[src/rtl/core_ctrl_pkg.sv]
// Shared definitions for the core pipeline control blocks.
// Holds the hazard FSM state type, the x0 register index and per-stage control bundle.
package core_ctrl_pkg;

  typedef enum logic [1:0] {
    INIT = 2'd0,
    RUN  = 2'd1,
    LU   = 2'd2
  } hz_state_e;

  localparam logic [4:0] REG_X0 = 5'd0;

  typedef struct packed {
    logic stall;
    logic flush;
  } stage_ctl_t;

endpackage

[src/rtl/sat_counter.sv]
// Saturating up-counter with synchronous clear; clear wins over increment.
// Holds at all-ones once reached until cleared or reset.
module sat_counter #(
  parameter int WIDTH = 32
) (
  input  logic             clk_i,
  input  logic             rst_n_i,
  input  logic             clr_i,
  input  logic             inc_i,
  output logic [WIDTH-1:0] cnt_o
);

  logic [WIDTH-1:0] cnt_q;

  always_ff @(posedge clk_i or negedge rst_n_i) begin
    if (!rst_n_i) begin
      cnt_q <= '0;
    end else if (clr_i) begin
      cnt_q <= '0;
    end else if (inc_i && (cnt_q != {WIDTH{1'b1}})) begin
      cnt_q <= cnt_q + WIDTH'(1);
    end
  end

  assign cnt_o = cnt_q;

endmodule

[src/rtl/pipeline_hazard_ctrl.sv]
// Stall/flush sequencer for the 5-stage core: reset scrub, load-use bubbles,
// branch flushes, fetch-wait and data-wait freezes, plus a stall-cycle counter.
module pipeline_hazard_ctrl
  import core_ctrl_pkg::*;
#(
  parameter int RESET_FLUSH_CYCLES = 2,
  parameter int LU_BUBBLES         = 1,
  parameter int CNT_W              = 32
) (
  input  logic             clk_i,
  input  logic             rst_n_i,
  input  logic [4:0]       id_rs1_i,
  input  logic [4:0]       id_rs2_i,
  input  logic             id_uses_rs1_i,
  input  logic             id_uses_rs2_i,
  input  logic [4:0]       ex_rd_i,
  input  logic             ex_reg_write_en_i,
  input  logic             ex_mem_read_i,
  input  logic             ex_branch_taken_i,
  input  logic             imem_ready_i,
  input  logic             dmem_req_i,
  input  logic             dmem_ready_i,
  input  logic             cnt_clr_i,
  output logic             pc_stall_o,
  output logic             ifid_stall_o,
  output logic             ifid_flush_o,
  output logic             idex_stall_o,
  output logic             idex_flush_o,
  output logic             exmem_stall_o,
  output logic             memwb_flush_o,
  output logic [CNT_W-1:0] stall_cycles_o
);

  localparam logic [2:0] INIT_CNT = 3'(RESET_FLUSH_CYCLES);
  localparam logic [2:0] LU_CNT   = 3'(LU_BUBBLES - 1);

  hz_state_e  state_q, state_d;
  logic [2:0] cnt_q, cnt_d;

  logic       hazard;
  logic       freeze;
  logic       branch;
  logic       in_init;
  logic       pc_stall;
  logic       exmem_stall;
  logic       memwb_flush;
  stage_ctl_t ifid_ctl;
  stage_ctl_t idex_ctl;

  // x0 is hard-wired zero, so a load targeting it can never feed a consumer.
  assign hazard = ex_mem_read_i && ex_reg_write_en_i && (ex_rd_i != REG_X0) &&
                  ((id_uses_rs1_i && (id_rs1_i == ex_rd_i)) ||
                   (id_uses_rs2_i && (id_rs2_i == ex_rd_i)));
  assign freeze  = dmem_req_i && !dmem_ready_i;
  assign branch  = ex_branch_taken_i;
  assign in_init = (state_q == INIT);

  always_ff @(posedge clk_i or negedge rst_n_i) begin
    if (!rst_n_i) begin
      state_q <= INIT;
      cnt_q   <= INIT_CNT;
    end else begin
      state_q <= state_d;
      cnt_q   <= cnt_d;
    end
  end

  always_comb begin
    state_d = state_q;
    cnt_d   = cnt_q;
    case (state_q)
      INIT: begin
        cnt_d = cnt_q - 3'd1;
        if (cnt_q <= 3'd1) state_d = RUN;
      end
      default: begin
        if (freeze) begin
          state_d = state_q;
        end else if (branch) begin
          state_d = RUN;
          cnt_d   = 3'd0;
        end else if (state_q == LU) begin
          cnt_d = cnt_q - 3'd1;
          if (cnt_q <= 3'd1) state_d = RUN;
        end else if (hazard && (LU_BUBBLES > 1)) begin
          state_d = LU;
          cnt_d   = LU_CNT;
        end
      end
    endcase
  end

  // Priority: scrub, data freeze, branch, load-use, fetch wait.
  always_comb begin
    pc_stall    = 1'b0;
    exmem_stall = 1'b0;
    memwb_flush = 1'b0;
    ifid_ctl    = '0;
    idex_ctl    = '0;
    if (in_init) begin
      pc_stall       = 1'b1;
      ifid_ctl.flush = 1'b1;
      idex_ctl.flush = 1'b1;
      memwb_flush    = 1'b1;
    end else if (freeze) begin
      pc_stall       = 1'b1;
      ifid_ctl.stall = 1'b1;
      idex_ctl.stall = 1'b1;
      exmem_stall    = 1'b1;
      memwb_flush    = 1'b1;
    end else if (branch) begin
      ifid_ctl.flush = 1'b1;
      idex_ctl.flush = 1'b1;
    end else if ((state_q == LU) || hazard) begin
      pc_stall       = 1'b1;
      ifid_ctl.stall = 1'b1;
      idex_ctl.flush = 1'b1;
    end else if (!imem_ready_i) begin
      pc_stall       = 1'b1;
      ifid_ctl.flush = 1'b1;
    end
  end

  assign pc_stall_o    = pc_stall;
  assign ifid_stall_o  = ifid_ctl.stall;
  assign ifid_flush_o  = ifid_ctl.flush;
  assign idex_stall_o  = idex_ctl.stall;
  assign idex_flush_o  = idex_ctl.flush;
  assign exmem_stall_o = exmem_stall;
  assign memwb_flush_o = memwb_flush;

  sat_counter #(
    .WIDTH(CNT_W)
  ) u_stall_cnt (
    .clk_i  (clk_i),
    .rst_n_i(rst_n_i),
    .clr_i  (cnt_clr_i),
    .inc_i  (pc_stall && !in_init),
    .cnt_o  (stall_cycles_o)
  );

endmodule

[config.mk]
export PLATFORM = sky130hd
export DESIGN_NAME = pipeline_hazard_ctrl
export DESIGN_NICKNAME = d
export VERILOG_FILES = /design/src/rtl/core_ctrl_pkg.sv /design/src/rtl/sat_counter.sv /design/src/rtl/pipeline_hazard_ctrl.sv
export SDC_FILE = /design/constraint.sdc
export NUM_CORES = 1
export LEC_CHECK = 0
export CAP_MARGIN = 20
export CELL_PAD_IN_SITES_DETAIL_PLACEMENT = 2
export CELL_PAD_IN_SITES_GLOBAL_PLACEMENT = 2
export CORE_MARGIN = 2
export CORE_UTILIZATION = 29
export CTS_BUF_LIST = sky130_fd_sc_hd__clkbuf_4
export CTS_CLUSTER_SIZE = 14
export DETAILED_ROUTE_END_ITERATION = 7
export GPL_TIMING_DRIVEN = 0
export PLACE_DENSITY = 0.78
export SYNTH_ARGS = -nofsm -noshare
export SYNTH_HDL_FRONTEND = slang
export SYNTH_SLANG_ARGS = --single-unit
[constraint.sdc]
create_clock -name clk_i -period 3.18 [get_ports clk_i]
set_clock_uncertainty 0.2 [all_clocks]
set_input_delay 0.636 -clock clk_i [delete_from_list [all_inputs] [get_ports clk_i]]
set_output_delay 0.636 -clock clk_i [all_outputs]
set_load 0.03 [all_outputs]
**Word-level counts from Yosys, hierarchy flattened**

Index checks and enable logic that the tools add are counted.

- Output and inout port bits: 39
- Flip-flop bits (word level): 37
- Input port bits: 26

- Add/subtract/negate cells: 2
- Reduce and logical (&&, ||, !) cells: 17
- Order comparisons: 1
- Multiplexer cells: 30
- Equal/unequal tests: 5

Operators by type and width:

| kind | number |
|---|---|
| 32-bit two-way mux | 2 |
| 32-bit by 1-bit adder with 32-bit output, second input constant | 1 |
| 32-bit inequality test, second input constant | 1 |
| 1-bit two-way mux | 19 |
| 3-bit two-way mux | 4 |
| 5-bit == test | 2 |
| 2-bit two-way mux | 5 |
| 1-bit logical AND | 8 |
| 5-bit nonzero test | 1 |
| 3-bit by 1-bit <= comparator with 1-bit output, second input constant | 1 |
| 3-bit nonzero test | 1 |
| 3-bit by 1-bit subtractor with 3-bit output, second input constant | 1 |
| 2-bit == test, second input constant | 1 |
| 1-bit logical NOT | 2 |
| 2-bit logical NOT | 1 |
| 1-bit logical OR | 2 |
| 2-bit by 1-bit inequality test with 1-bit output, second input constant | 1 |
| 2-bit AND reduction | 1 |
| 2-bit nonzero test | 1 |

**Logic depth before layout (Yosys ltp)**

- Depth after elaboration: 13
- Gate-level depth with buffers: 9

**By module**

From an unflattened synthesis, not the netlist that was laid out.

- Cell total of the unflattened synthesis: 262
- Area total of the unflattened synthesis: 2379.8 um^2

Modules (own cells, without submodules):

| module | times used | sequential area each (um^2) | cells an instance | area each (um^2) |
|---|---|---|---|---|
| sat_counter | 1 | 800.8 | 198 | 1854.3 |
| pipeline_hazard_ctrl | 1 | 126.4 | 64 | 525.5 |

**Worst setup path after synthesis**

No wires, ideal clock.

- Path type: input to output
- Start: input ex_rd_i[0]
- End: output ifid_flush_o
- Slack: -0.383 ns
- Cell stages on the path: 5
- Arrival: 2.727 ns
- Data required time: 2.344 ns
- Cells stage by stage: or3_1 -> o311a_1 -> o21ai_0 -> nand2_1 -> o311ai_0

- Cells in the longest elaborated chain, start to end: 9
- Elaborated cells on any way between the ends: 13
- Those cells by class: 2 x eq/ne; 4 x mux; 7 x reduce/logical

RTL lines:

| element | RTL line | text |
|---|---|---|
| start: declaration | pipeline_hazard_ctrl.sv:16 | `input logic [4:0] ex_rd_i,` |
| 5-bit == test (on tied branches) | pipeline_hazard_ctrl.sv:52, pipeline_hazard_ctrl.sv:53 |  |
| 1-bit logical AND (on tied branches) | pipeline_hazard_ctrl.sv:52, pipeline_hazard_ctrl.sv:53 |  |
| 1-bit logical OR | pipeline_hazard_ctrl.sv:52 | `((id_uses_rs1_i && (id_rs1_i == ex_rd_i)) \|\|` |
| 1-bit logical AND * | pipeline_hazard_ctrl.sv:51 | `assign hazard = ex_mem_read_i && ex_reg_write_en_i && (ex_rd_i != REG_X0) &&` |
| 1-bit logical OR * | pipeline_hazard_ctrl.sv:114 | `end else if ((state_q == LU) \|\| hazard) begin` |
| 1-bit two-way mux * | pipeline_hazard_ctrl.sv:114 |  |
| 1-bit two-way mux * | pipeline_hazard_ctrl.sv:111 | `end else if (branch) begin` |
| 1-bit two-way mux * | pipeline_hazard_ctrl.sv:105 | `end else if (freeze) begin` |
| 1-bit two-way mux * | pipeline_hazard_ctrl.sv:100 | `if (in_init) begin` |
| end: declaration | pipeline_hazard_ctrl.sv:26 | `output logic ifid_flush_o,` |

Mark *: on every way between the ends. The rest lies on a longest branch, timed or not.

**Final worst setup path**

- Start: input ex_rd_i[2]
- End: output ifid_flush_o

The elaborated chain is that of the path after synthesis.

==> summary by stage <==
Critical path
In this run the worst path has a maximum fanout of 3. Data on the critical path is required at its endpoint by between 2 and 2.5 ns. The startpoint identified for the worst register-to-register timing path is u_stall_cnt.cnt_o[0]. The kind of start point of the critical path is a primary input.

STA classifies the critical path endpoint as an output pin. The path depth of the worst reg2reg path is 9. STA puts the critical path data arrival time at 2.26 ns.

The worst flop-to-flop path endpoint is u_stall_cnt.cnt_o[7]. The critical path in this run is classified as primary input to output pin. The worst-case register-to-register setup slack is 0.38 ns.

Placement
The HPWL after detailed placement is 5840 um. Routability-driven placement finished with a final weighted congestion of 0.741. During placement, the flow inserted port buffers numbering 64.

Route
After detailed routing, the average wire length per cell comes to 17.6 um. The routed layout has 2299 vias. Once detail routing completed, the nets flagged for antenna violations numbered 0.

The number of DRC markers after the initial detailed-route iteration is 58. The via count normalized by instance count is 5.21. The first detailed-routing pass took 4 iterations. In the routed design, unresolved DRC markers number 0.

Wires add up to 7780 um.

STA
Setup violations remaining at the end of the flow were counted as 0. The relative slew slack is 41.4%. The fmax is 323 MHz.

The max-slew violation count was 0. After layout, the minimum clock period comes to 3.09 ns. The slew at the pin with the worst max-slew slack is around 0.88 ns.

After routing, the total negative slack on setup checks comes to 0 ns. Of the available clock period, the critical path in the final layout requires 97.2%. The count of endpoints failing hold in the final timing report is 0. Setup repair after global routing left no endpoint under its margin.

Finish
The repair_antennas step left the layout with diodes totalling 0. Cells fill 41.7% of the core in the end. At the end of the flow, the number of nets in the layout was 367. The area growth from synthesis to layout is 38.0%. After filler insertion, the fill cell instance count of the layout stands at a little under 900.

Of the cells placed in the final design, the portion with a size suffix greater than 1 is between 10% and 20%.

Synthesis
The synthesized area divided by synthesized cell count is around 9.0 um2. The fraction of the mapped netlist area in simple logic gates is 24.8%. The dominant register cell in the synthesized netlist is sky130_fd_sc_hd__dfrtp_1. Yosys printed 0 warnings.

The largest family of logic cells by synthesized area is simple AND/OR/NAND/NOR gates. The synthesized netlist devotes 17.0% of its cell area to compound gates. The register area share after synthesis is 39.1%.

The number of flops mapped to enable cells by yosys is 0. The number of distinct library cells after synthesis is 43. The synthesized netlist net count is 293. After Yosys synthesis, full adders, half adders and majority gates account for ~1.6% of the synthesized area. Counting flops and latches in the post-synthesis netlist gives 37. The synthesized-area fraction occupied by xor and xnor cells is 12.2%. Synthesis produced 264 cells.

Of all flip-flops after synthesis, the portion carrying an async set or reset was 100%. Measured against the total synthesized area, the mux share comes to 1.85%. The mapped cell area is 2370 um2.

CTS
The H-tree was split into 2 levels. The clock drives 37 sinks. Clock latency on the worst-skew pair, taken at its later pin, is 0.35 ns. The number of hold buffers added after cts is 0. The clock transition time at the flip-flop clock pins of the worst setup and hold paths is 0.12 ns. The total CTS buffers is 5. The longest clock path from root to sink contains 2 buffers. The cell chosen for the clock root is sky130_fd_sc_hd__clkbuf_4.

The TritonCTS clock tree is yes.

Die
The y dimension of the die is 94.5 um. The count of pins on the block boundary is 65. The floorplan has 32 rows. The region available for standard cell placement spans 7850 um2. The floorplan step set the die width to 94.5 um.

The die outline area is a little under 9000 um2. For this configuration, the core starts out at a cell density of 30.2%.

Power and ir drop
The clock network burns 29.9% of the power. The analysis attributes to net switching a power of 252 uW. Cell internal power was estimated by the tool at 636 uW. In this run switching power makes up 28.3% of total power. Registers are responsible for 53.9% of the overall power.

The static leakage is 1.35 nW. Across the VDD grid, the largest voltage drop is 0.104 mV. For this design the ratio of total power to cell area is 271 nW/um2. The combinational share of power is 16.2%.

Global route
The overall routing resource usage is 18.6%. The met1 capacity usage during global routing is around 23%. The first-pass GRT wire length is 13100 um. The total overflow left after global routing is 0. The number of global-route vias before repair is 2451. For this run, global-route usage on met2 was measured as between 30% and 40%. The initial antenna violation count is 0. The layer with the highest usage is met2. For this run, global-route usage on met3 was measured as 4.39%. Entering global routing, the biggest net connects 38 pins.

Flow run
The reported max-cap violation count is 0.

Run status
The run finished with clean final reports.

Min path
In this run the worst hold path is classified as primary input to async pin.
==> per-layer routing <==
metal,share of wire (%),vias to the layer above
met5,0,-
met4,0.90,0
met3,5.5,6
met2,50,61
met1,44,1144
li1,-,1088
==> through the flow <==
step / cell area, um2 / setup slack, ns / hold slack (ns) / total power, mW / std cells
2_1_floorplan: 2380 / 0.239 / 0.140 / 0.552 / 264
3_3_place_gp: 3150 / -0.776 / 0.269 / 0.629 / 430
3_5_place_dp: 3140 / -0.783 / 0.285 / 0.631 / 430
4_1_cts: 3220 / 0.00558 / 0.228 / 0.901 / 438
5_1_grt: 3270 / 0.00346 / 0.242 / 0.932 / 441
6_report: 3270 / 0.0887 / 0.197 / 0.888 / 441
==> how the worst max path moves through the flow <==
stage                      startpoint            to  slack [ns]  cells after the start
after floorplan            ex_rd_i[0]  ifid_flush_o        0.24                      5
after global placement     ex_rd_i[0]  ifid_flush_o       -0.78                      7
after detailed placement   ex_rd_i[0]  ifid_flush_o       -0.78                      7
after CTS                 id_rs1_i[0]  ifid_stall_o       0.006                      9
after global routing       ex_rd_i[2]  ifid_flush_o       0.003                      7
final                      ex_rd_i[2]  ifid_flush_o        0.09                      7
==> synth_stat cells (all sizes together), types with 2 or more instances <==
| cell | n | area share (%) |
|---|---|---|
| nor4 | 3 | 0.79 |
| and2 | 3 | 0.79 |
| nor3 | 2 | 0.90 |
| nand2b | 7 | 1.8 |
| nand3 | 18 | 4.0 |
| and3 | 6 | 1.6 |
| a21oi | 14 | 3.3 |
| a2111oi | 4 | 2.5 |
| clkbuf | 7 | 1.1 |
| and4 | 3 | 1.1 |
| ha | 3 | 1.6 |
| a31o | 5 | 1.8 |
| nor2 | 39 | 6.2 |
| mux2 | 3 | 1.4 |
| nand2 | 18 | 2.8 |
| nor2b | 4 | 1.1 |
| inv | 9 | 1.4 |
| or3 | 3 | 0.79 |
| a211oi | 15 | 4.7 |
| o21ai | 6 | 1.3 |
| nand4 | 9 | 2.6 |
| xnor2 | 25 | 9.2 |
| buf | 3 | 1.0 |
| dfrtp | 36 | 38 |
| xor2 | 8 | 3.0 |
==> cell type report <==
cell class                      count  area, um2  share of cell area, %
Buffer                             10       50.0                   1.53
Clock buffer                        7       52.6                   1.60
Timing Repair Buffer               67        657                   20.1
Inverter                            9       33.8                   1.03
Tap cell                          102        128                   3.90
Clock inverter                      1       3.75                  0.115
Sequential cell                    37        927                   28.3
Multi-Input combinational cell    208       1420                   43.4
==> critical path, stage by stage <==
cell	delay, ns
sky130_fd_sc_hd__clkdlybuf4s15_1	0.23
sky130_fd_sc_hd__or3_4	0.35
sky130_fd_sc_hd__o311a_4	0.38
sky130_fd_sc_hd__o21ai_4	0.08
sky130_fd_sc_hd__nand2_2	0.10
sky130_fd_sc_hd__o311ai_4	0.31
sky130_fd_sc_hd__buf_6	0.17
==> power groups by stage <==
stage               logic, mW  registers (mW)  clock network [mW]
floorplan              0.0592           0.492                   0
global placement        0.142           0.488                   0
detailed placement      0.144           0.488                   0
CTS                     0.144           0.479               0.279
global route            0.158           0.479               0.295
finish                  0.144           0.478               0.265
==> what timing repair did <==
action,4_1_cts,5_1_grt
pin swaps,6,7
setup endpoints to repair,4,5
buffers inserted,0,3
resized for setup,37,17
==> logic make-up after synthesis <==
group	after synthesis
AND/OR/NAND/NOR	116
AO/OA/AOI/OAI	52
flip-flops	37
XOR/XNOR	33
buffers and inverters	19
multiplexers	4
adder cells (fa/ha/maj)	3
==> cells in the final DEF (no fill, tap or decap), types with 5 or more instances in the layout <==
| cell | count |
|---|---|
| sky130_fd_sc_hd__a21oi_1 | 12 |
| sky130_fd_sc_hd__xnor2_1 | 25 |
| sky130_fd_sc_hd__clkdlybuf4s50_1 | 45 |
| sky130_fd_sc_hd__dlymetal6s2s_1 | 9 |
| sky130_fd_sc_hd__a211oi_1 | 15 |
| sky130_fd_sc_hd__nand3_1 | 17 |
| sky130_fd_sc_hd__buf_4 | 5 |
| sky130_fd_sc_hd__nor2_1 | 39 |
| sky130_fd_sc_hd__o21ai_0 | 5 |
| sky130_fd_sc_hd__inv_1 | 9 |
| sky130_fd_sc_hd__dfrtp_1 | 36 |
| sky130_fd_sc_hd__clkbuf_1 | 7 |
| sky130_fd_sc_hd__a31o_2 | 5 |
| sky130_fd_sc_hd__clkbuf_4 | 7 |
| sky130_fd_sc_hd__nand4_1 | 8 |
| sky130_fd_sc_hd__xor2_1 | 8 |
| sky130_fd_sc_hd__nand2_1 | 17 |
| sky130_fd_sc_hd__nand2b_1 | 7 |
==> sequential cells by signal, summed over array words and instances (netlist names) <==
name               cells
u_stall_cnt.cnt_o     32
state_q                2
cnt_q                  3
(Power assumes the default switching activity.)
